<file path="src/rtl/reg_bank_pkg.sv">
// Shared access types and address decode for the register bank.
package reg_bank_pkg;

  typedef enum logic [1:0] {
    ACC_RW   = 2'd0,
    ACC_W1C  = 2'd1,
    ACC_NONE = 2'd2
  } acc_e;

  // Map an address onto its access type given the RW and status counts.
  function automatic acc_e decode_acc(input int unsigned addr,
                                      input int unsigned num_rw,
                                      input int unsigned num_sts);
    if (addr < num_rw) return ACC_RW;
    if (addr < num_rw + num_sts) return ACC_W1C;
    return ACC_NONE;
  endfunction

endpackage

</file>
<file path="src/rtl/reg_bank_w1c_cell.sv">
// One write-1-to-clear status register; a hardware set beats a same-cycle clear.
module reg_bank_w1c_cell #(
  parameter int unsigned DATA_W = 2
) (
  input  logic              CLK,
  input  logic              RST,
  input  logic [DATA_W-1:0] set_i,
  input  logic [DATA_W-1:0] clr_i,
  output logic [DATA_W-1:0] sts_o
);

  logic [DATA_W-1:0] sts_q;
  logic [DATA_W-1:0] sts_d;

  // Clear first, then OR in the set pulses so set wins.
  always_comb begin
    sts_d = (sts_q & ~clr_i) | set_i;
  end

  // Status flop; reset also masks any HW set arriving during reset.
  always_ff @(posedge CLK) begin
    if (RST) sts_q <= '0;
    else     sts_q <= sts_d;
  end

  assign sts_o = sts_q;

endmodule

</file>
<file path="src/rtl/reg_bank_ctrl.sv">
// Parametrised register bank: RW config regs, W1C status regs, registered
// reads with a valid pulse, and a saturating unmapped-access counter.
module reg_bank_ctrl
  import reg_bank_pkg::*;
#(
  parameter int unsigned       DATA_W  = 2,
  parameter int unsigned       ADDR_W  = 3,
  parameter int unsigned       NUM_RW  = 4,
  parameter int unsigned       NUM_STS = 2,
  parameter logic [DATA_W-1:0] RST_VAL = '0,
  parameter int unsigned       ERR_W   = 4
) (
  input  logic                      CLK,
  input  logic                      RST,
  input  logic                      WRITE,
  input  logic                      READ,
  input  logic [ADDR_W-1:0]         ADDR,
  input  logic [DATA_W-1:0]         WRITE_DATA,
  output logic [DATA_W-1:0]         READ_DATA,
  output logic                      READ_VALID,
  output logic [NUM_RW*DATA_W-1:0]  CFG_OUT,
  input  logic [NUM_STS*DATA_W-1:0] HW_SET,
  output logic [NUM_STS*DATA_W-1:0] STS_OUT,
  output logic                      ACC_ERR,
  output logic [ERR_W-1:0]          ERR_CNT
);

  localparam int unsigned      CFG_W   = NUM_RW * DATA_W;
  localparam int unsigned      STS_W   = NUM_STS * DATA_W;
  localparam logic [ERR_W-1:0] ERR_MAX = '1;

  logic [CFG_W-1:0]  cfg_q, cfg_d;
  logic [STS_W-1:0]  sts_clr, sts_val;
  logic [DATA_W-1:0] rd_data_q, rd_data_d;
  logic              rd_valid_q, rd_valid_d;
  logic              acc_err_q, acc_err_d;
  logic [ERR_W-1:0]  err_cnt_q, err_cnt_d;
  int unsigned       addr_u;
  acc_e              acc;

  assign addr_u = 32'(ADDR);
  assign acc    = decode_acc(addr_u, NUM_RW, NUM_STS);

  // RW register write path.
  always_comb begin
    cfg_d = cfg_q;
    for (int unsigned i = 0; i < NUM_RW; i++) begin
      if (WRITE && (acc == ACC_RW) && (addr_u == i)) cfg_d[i*DATA_W +: DATA_W] = WRITE_DATA;
    end
  end

  // Per-status-register clear mask from a W1C write.
  always_comb begin
    sts_clr = '0;
    for (int unsigned j = 0; j < NUM_STS; j++) begin
      if (WRITE && (acc == ACC_W1C) && (addr_u == NUM_RW + j)) sts_clr[j*DATA_W +: DATA_W] = WRITE_DATA;
    end
  end

  for (genvar g = 0; g < NUM_STS; g++) begin : g_sts
    reg_bank_w1c_cell #(.DATA_W(DATA_W)) u_cell (
      .CLK   (CLK),
      .RST   (RST),
      .set_i (HW_SET[g*DATA_W +: DATA_W]),
      .clr_i (sts_clr[g*DATA_W +: DATA_W]),
      .sts_o (sts_val[g*DATA_W +: DATA_W])
    );
  end

  // Read mux on pre-edge contents, plus access-error pulse and counter.
  always_comb begin
    rd_data_d  = rd_data_q;
    rd_valid_d = READ;
    acc_err_d  = 1'b0;
    err_cnt_d  = err_cnt_q;
    if (READ) begin
      rd_data_d = '0;
      for (int unsigned i = 0; i < NUM_RW; i++) begin
        if ((acc == ACC_RW) && (addr_u == i)) rd_data_d = cfg_q[i*DATA_W +: DATA_W];
      end
      for (int unsigned j = 0; j < NUM_STS; j++) begin
        if ((acc == ACC_W1C) && (addr_u == NUM_RW + j)) rd_data_d = sts_val[j*DATA_W +: DATA_W];
      end
    end
    if ((WRITE || READ) && (acc == ACC_NONE)) acc_err_d = 1'b1;
    if (acc_err_d && (err_cnt_q != ERR_MAX)) err_cnt_d = err_cnt_q + ERR_W'(1);
  end

  // State registers with synchronous reset.
  always_ff @(posedge CLK) begin
    if (RST) begin
      cfg_q      <= {NUM_RW{RST_VAL}};
      rd_data_q  <= '0;
      rd_valid_q <= 1'b0;
      acc_err_q  <= 1'b0;
      err_cnt_q  <= '0;
    end else begin
      cfg_q      <= cfg_d;
      rd_data_q  <= rd_data_d;
      rd_valid_q <= rd_valid_d;
      acc_err_q  <= acc_err_d;
      err_cnt_q  <= err_cnt_d;
    end
  end

  assign CFG_OUT    = cfg_q;
  assign STS_OUT    = sts_val;
  assign READ_DATA  = rd_data_q;
  assign READ_VALID = rd_valid_q;
  assign ACC_ERR    = acc_err_q;
  assign ERR_CNT    = err_cnt_q;

endmodule

</file>
<file path="config.mk">
export PLATFORM = sky130hd
export DESIGN_NAME = reg_bank_ctrl
export DESIGN_NICKNAME = d
export VERILOG_FILES = /design/src/rtl/reg_bank_pkg.sv /design/src/rtl/reg_bank_w1c_cell.sv /design/src/rtl/reg_bank_ctrl.sv
export SDC_FILE = /design/constraint.sdc
export NUM_CORES = 1
export LEC_CHECK = 0
export ABC_AREA = 1
export CORE_UTILIZATION = 43
export DETAILED_ROUTE_END_ITERATION = 6
export GPL_TIMING_DRIVEN = 0
export MAX_ROUTING_LAYER = met4
export PLACE_DENSITY_LB_ADDON = 0.3
export SETUP_SLACK_MARGIN = 0.02
export SLEW_MARGIN = 20
export SYNTH_ARGS = -nofsm -noshare
export SYNTH_HDL_FRONTEND = slang
export SYNTH_HIERARCHICAL = 1
export SYNTH_SLANG_ARGS = --single-unit
</file>
<file path="constraint.sdc">
create_clock -name CLK -period 1.3 [get_ports CLK]
set_input_delay 0.325 -clock CLK [delete_from_list [all_inputs] [get_ports CLK]]
set_output_delay 0.325 -clock CLK [all_outputs]
set_load 0.05 [all_outputs]
</file>
==> results.cfg <==
[sta]
finalClockSkew_ns = 0.00443
postLayoutSetupSlackWorst_ns = 0.0466
slew-limit-headroom_pct = 81.2
worst_pin_slew_ns = 0.282
final_max_slew_viol_count = 0
period_share_pct = 96.4
finalCriticalPeriod_ns = 1.25
setup_viol = 0
unrepaired_setup_endpoints_after_global_routing = true
final_hold_viol_count = 0
f_max_ghz = 0.798

[cts]
cts_tree = yes
cts_made_buffers = 3
cts_root_buf = clkbuf_4
htree_num_levels = 1
post_cts_hold_buffer_count = 0
numClockSinks = 20
cts.path.max_buffers = 2
cts.reportedPaths.clkPinSlew_ns = 0.11
worstSkewPairLatency_ns = 0.30

[setup_path]
critical_path_max_stage_delay_ns = 0.36
cp_cell_sequence = buf_2
worstPathRequired_ns = 0.98
r2r_setup_slack_ns = 0.13
crit_cells = 1
worst-endpoint-arrival_ns = 0.93
regToRegStartpoint = ERR_CNT[0]
path_class = reg -> out
timing.critical_path.max_delay_family = flip-flops
r2r_cells = 6
crit_fanout = 2
critPathCapture = READ_DATA[0]
worstPathBufferInverterCount = 1
crit_start = READ_DATA[0]
timing.critical_path.from_type = flop
r2r-end = ERR_CNT[2]
slowest_stage = dfxtp_1
worst_setup_ep_type = output port

[placement]
pre_cts_slack_ns = -0.484
place.detailed.instances = 195
gpl.final_weighted_congestion = 0.851
io_buffer_count = 32
hpwl_um = 1780

[detailed_routing]
wire_per_inst_um = 11.8
vias = 1012
drcViolationCount = 0
avgViaCountPerCell = 5.06
final_antenna_net_count = 0
drtIter0Drc = 6
drt_pre_antenna_iters = 4
totalWireLength_um = 2350

[floorplan]
row_count = 16
num_io_pins = 33
die_height_um = 48.5
die-area_um2 = 2360
fp.coreArea_um2 = 2000
die_w_um = 48.5
floorplan.initialDensity_pct = 46.5

[cells_and_area]
mostFrequentLayoutCell = nand2_1
final_cell_mix = nand2_1 (24), inv_1 (16), nor2_1 (16)
final_net_count = 188
final-instance-count-excl-fill = 200
area_growth_syn_to_layout_pct = 40.9
insertedDiodeCount = 0
post-route-util_pct = 65.5
n_fill_cell = 192
post_route_cells_drive_above_1_share_pct = 27.7

[power]
leakage_nw = 0.628
power_density_nw_per_um2 = 991
vdd_ir_drop_max_mv = 0.678

[global_routing]
vias_in_the_first_global_route = 982
grt_max_degree = 12
global_route_wire_length_before_repair_um = 4010
antenna_violations_before_repair = 0
grt_usage_pct = 22.4
grt_remaining_overflow = 0

[run_status]
run_status = finished, final reports clean

[synth]
ys_seq_area_share_pct = 43.0
yosys_register_bits = 20
synth_cell_type_count = 18
yosys_warn_count = 6
mappedNetlistArea_um2 = 931
synthesis.area_per_instance_um2 = 6.84
synth_nets = 150
syn-instance-count = 136

[hold_path]
min_path_cells = 2
hp-class = in -> reg

[flow_run]
timing.max_cap.violations = 0
==> synthesized netlist by cell type <==
cell / n / share of area, %
nor2_2: 1 / 0.67
and3_1: 1 / 0.67
o21ai_1: 7 / 3.8
nand2_1: 25 / 10
o21ai_0: 2 / 1.1
ha_1: 1 / 1.3
nor3_1: 6 / 3.2
nor3_2: 3 / 3.2
clkbuf_1: 1 / 0.40
inv_2: 6 / 2.4
a21oi_1: 15 / 8.1
clkinv_2: 1 / 0.54
nand3_1: 7 / 3.8
nor2_1: 17 / 6.9
inv_1: 18 / 7.3
dfxtp_1: 20 / 43
a21oi_2: 1 / 0.94
nand4_1: 4 / 2.7
==> metrics by stage <==
step	cell area (um2)	total power, W	setup TNS, ns	hold slack [ns]
global placement	1300	0.000954	-10.67	0.444
CTS	1270	0.00130	0	0.477
finish	1310	0.00130	0	0.307
detailed placement	1300	0.000961	-11.34	0.462
floorplan	943	0.000840	0	0.394
global route	1310	0.00136	0	0.325
==> worst min path at each step <==
stage / startpoint / to / slack (ns)
2_1_floorplan: RST / g_sts[0].u_cell/sts_o[0] / 0.39
3_3_place_gp: ERR_CNT[0] / ERR_CNT[0] / 0.44
3_5_place_dp: ERR_CNT[0] / ERR_CNT[0] / 0.46
4_1_cts: ERR_CNT[0] / ERR_CNT[0] / 0.48
5_1_grt: RST / g_sts[0].u_cell/sts_o[1] / 0.33
6_report: RST / g_sts[1].u_cell/sts_o[1] / 0.31
==> state kept, by name, summed over array words and instances, names as in the netlist <==
signal / cells
ACC_ERR: 1
g_sts.u_cell/sts_o: 4
ERR_CNT: 4
READ_VALID: 1
READ_DATA: 2
CFG_OUT: 8
==> power breakdown <==
part,total (W),internal (W),switching (W)
logic,0.000284,0.0000920,0.000192
clock network,0.000358,0.000171,0.000187
registers,0.000658,0.000638,0.0000204
total,0.00130,0.000901,0.000399
==> cell type report <==
| type | count | area, um2 | share of cell area, % |
|---|---|---|---|
| multi-input combinational | 90 | 444 | 33.9 |
| sequential | 20 | 412 | 31.4 |
| tap | 27 | 33.8 | 2.58 |
| inverter | 25 | 100 | 7.63 |
| clock buffer | 4 | 36.3 | 2.77 |
| buffer | 1 | 13.8 | 1.05 |
| timing repair inverter | 1 | 7.51 | 0.573 |
| timing repair buffer | 32 | 264 | 20.1 |
==> cells by family (layout without fill, tap and decap cells) <==
kind of cell | count (synthesis) | in the layout | share of synthesized area [%]
AO/OA/AOI/OAI | 25 | 25 | 13.8
AND/OR/NAND/NOR | 64 | 64 | 31.2
flip-flops | 20 | 20 | 43.0
adder cells (fa/ha/maj) | 1 | 1 | 1.34
buffers and inverters | 26 | 63 | 10.6
==> layer usage <==
metal / part of all wire, % / up-vias / GRT usage, %
li1: - / 513 / -
met1: 39 / 455 / 22.7
met2: 54 / 36 / 43.7
met3: 5.3 / 8 / 3.77
met4: 2.3 / 0 / 6.37
met5: 0 / - / -
==> repair_timing <==
item                       CTS  global route
pin swaps                    1             0
hold endpoints to repair     0             0
setup endpoints to repair   38            20
gates resized for setup    114            23
setup buffers                0             0
gates cloned                 1             0
Note: power is estimated with default switching activity, not from simulation.
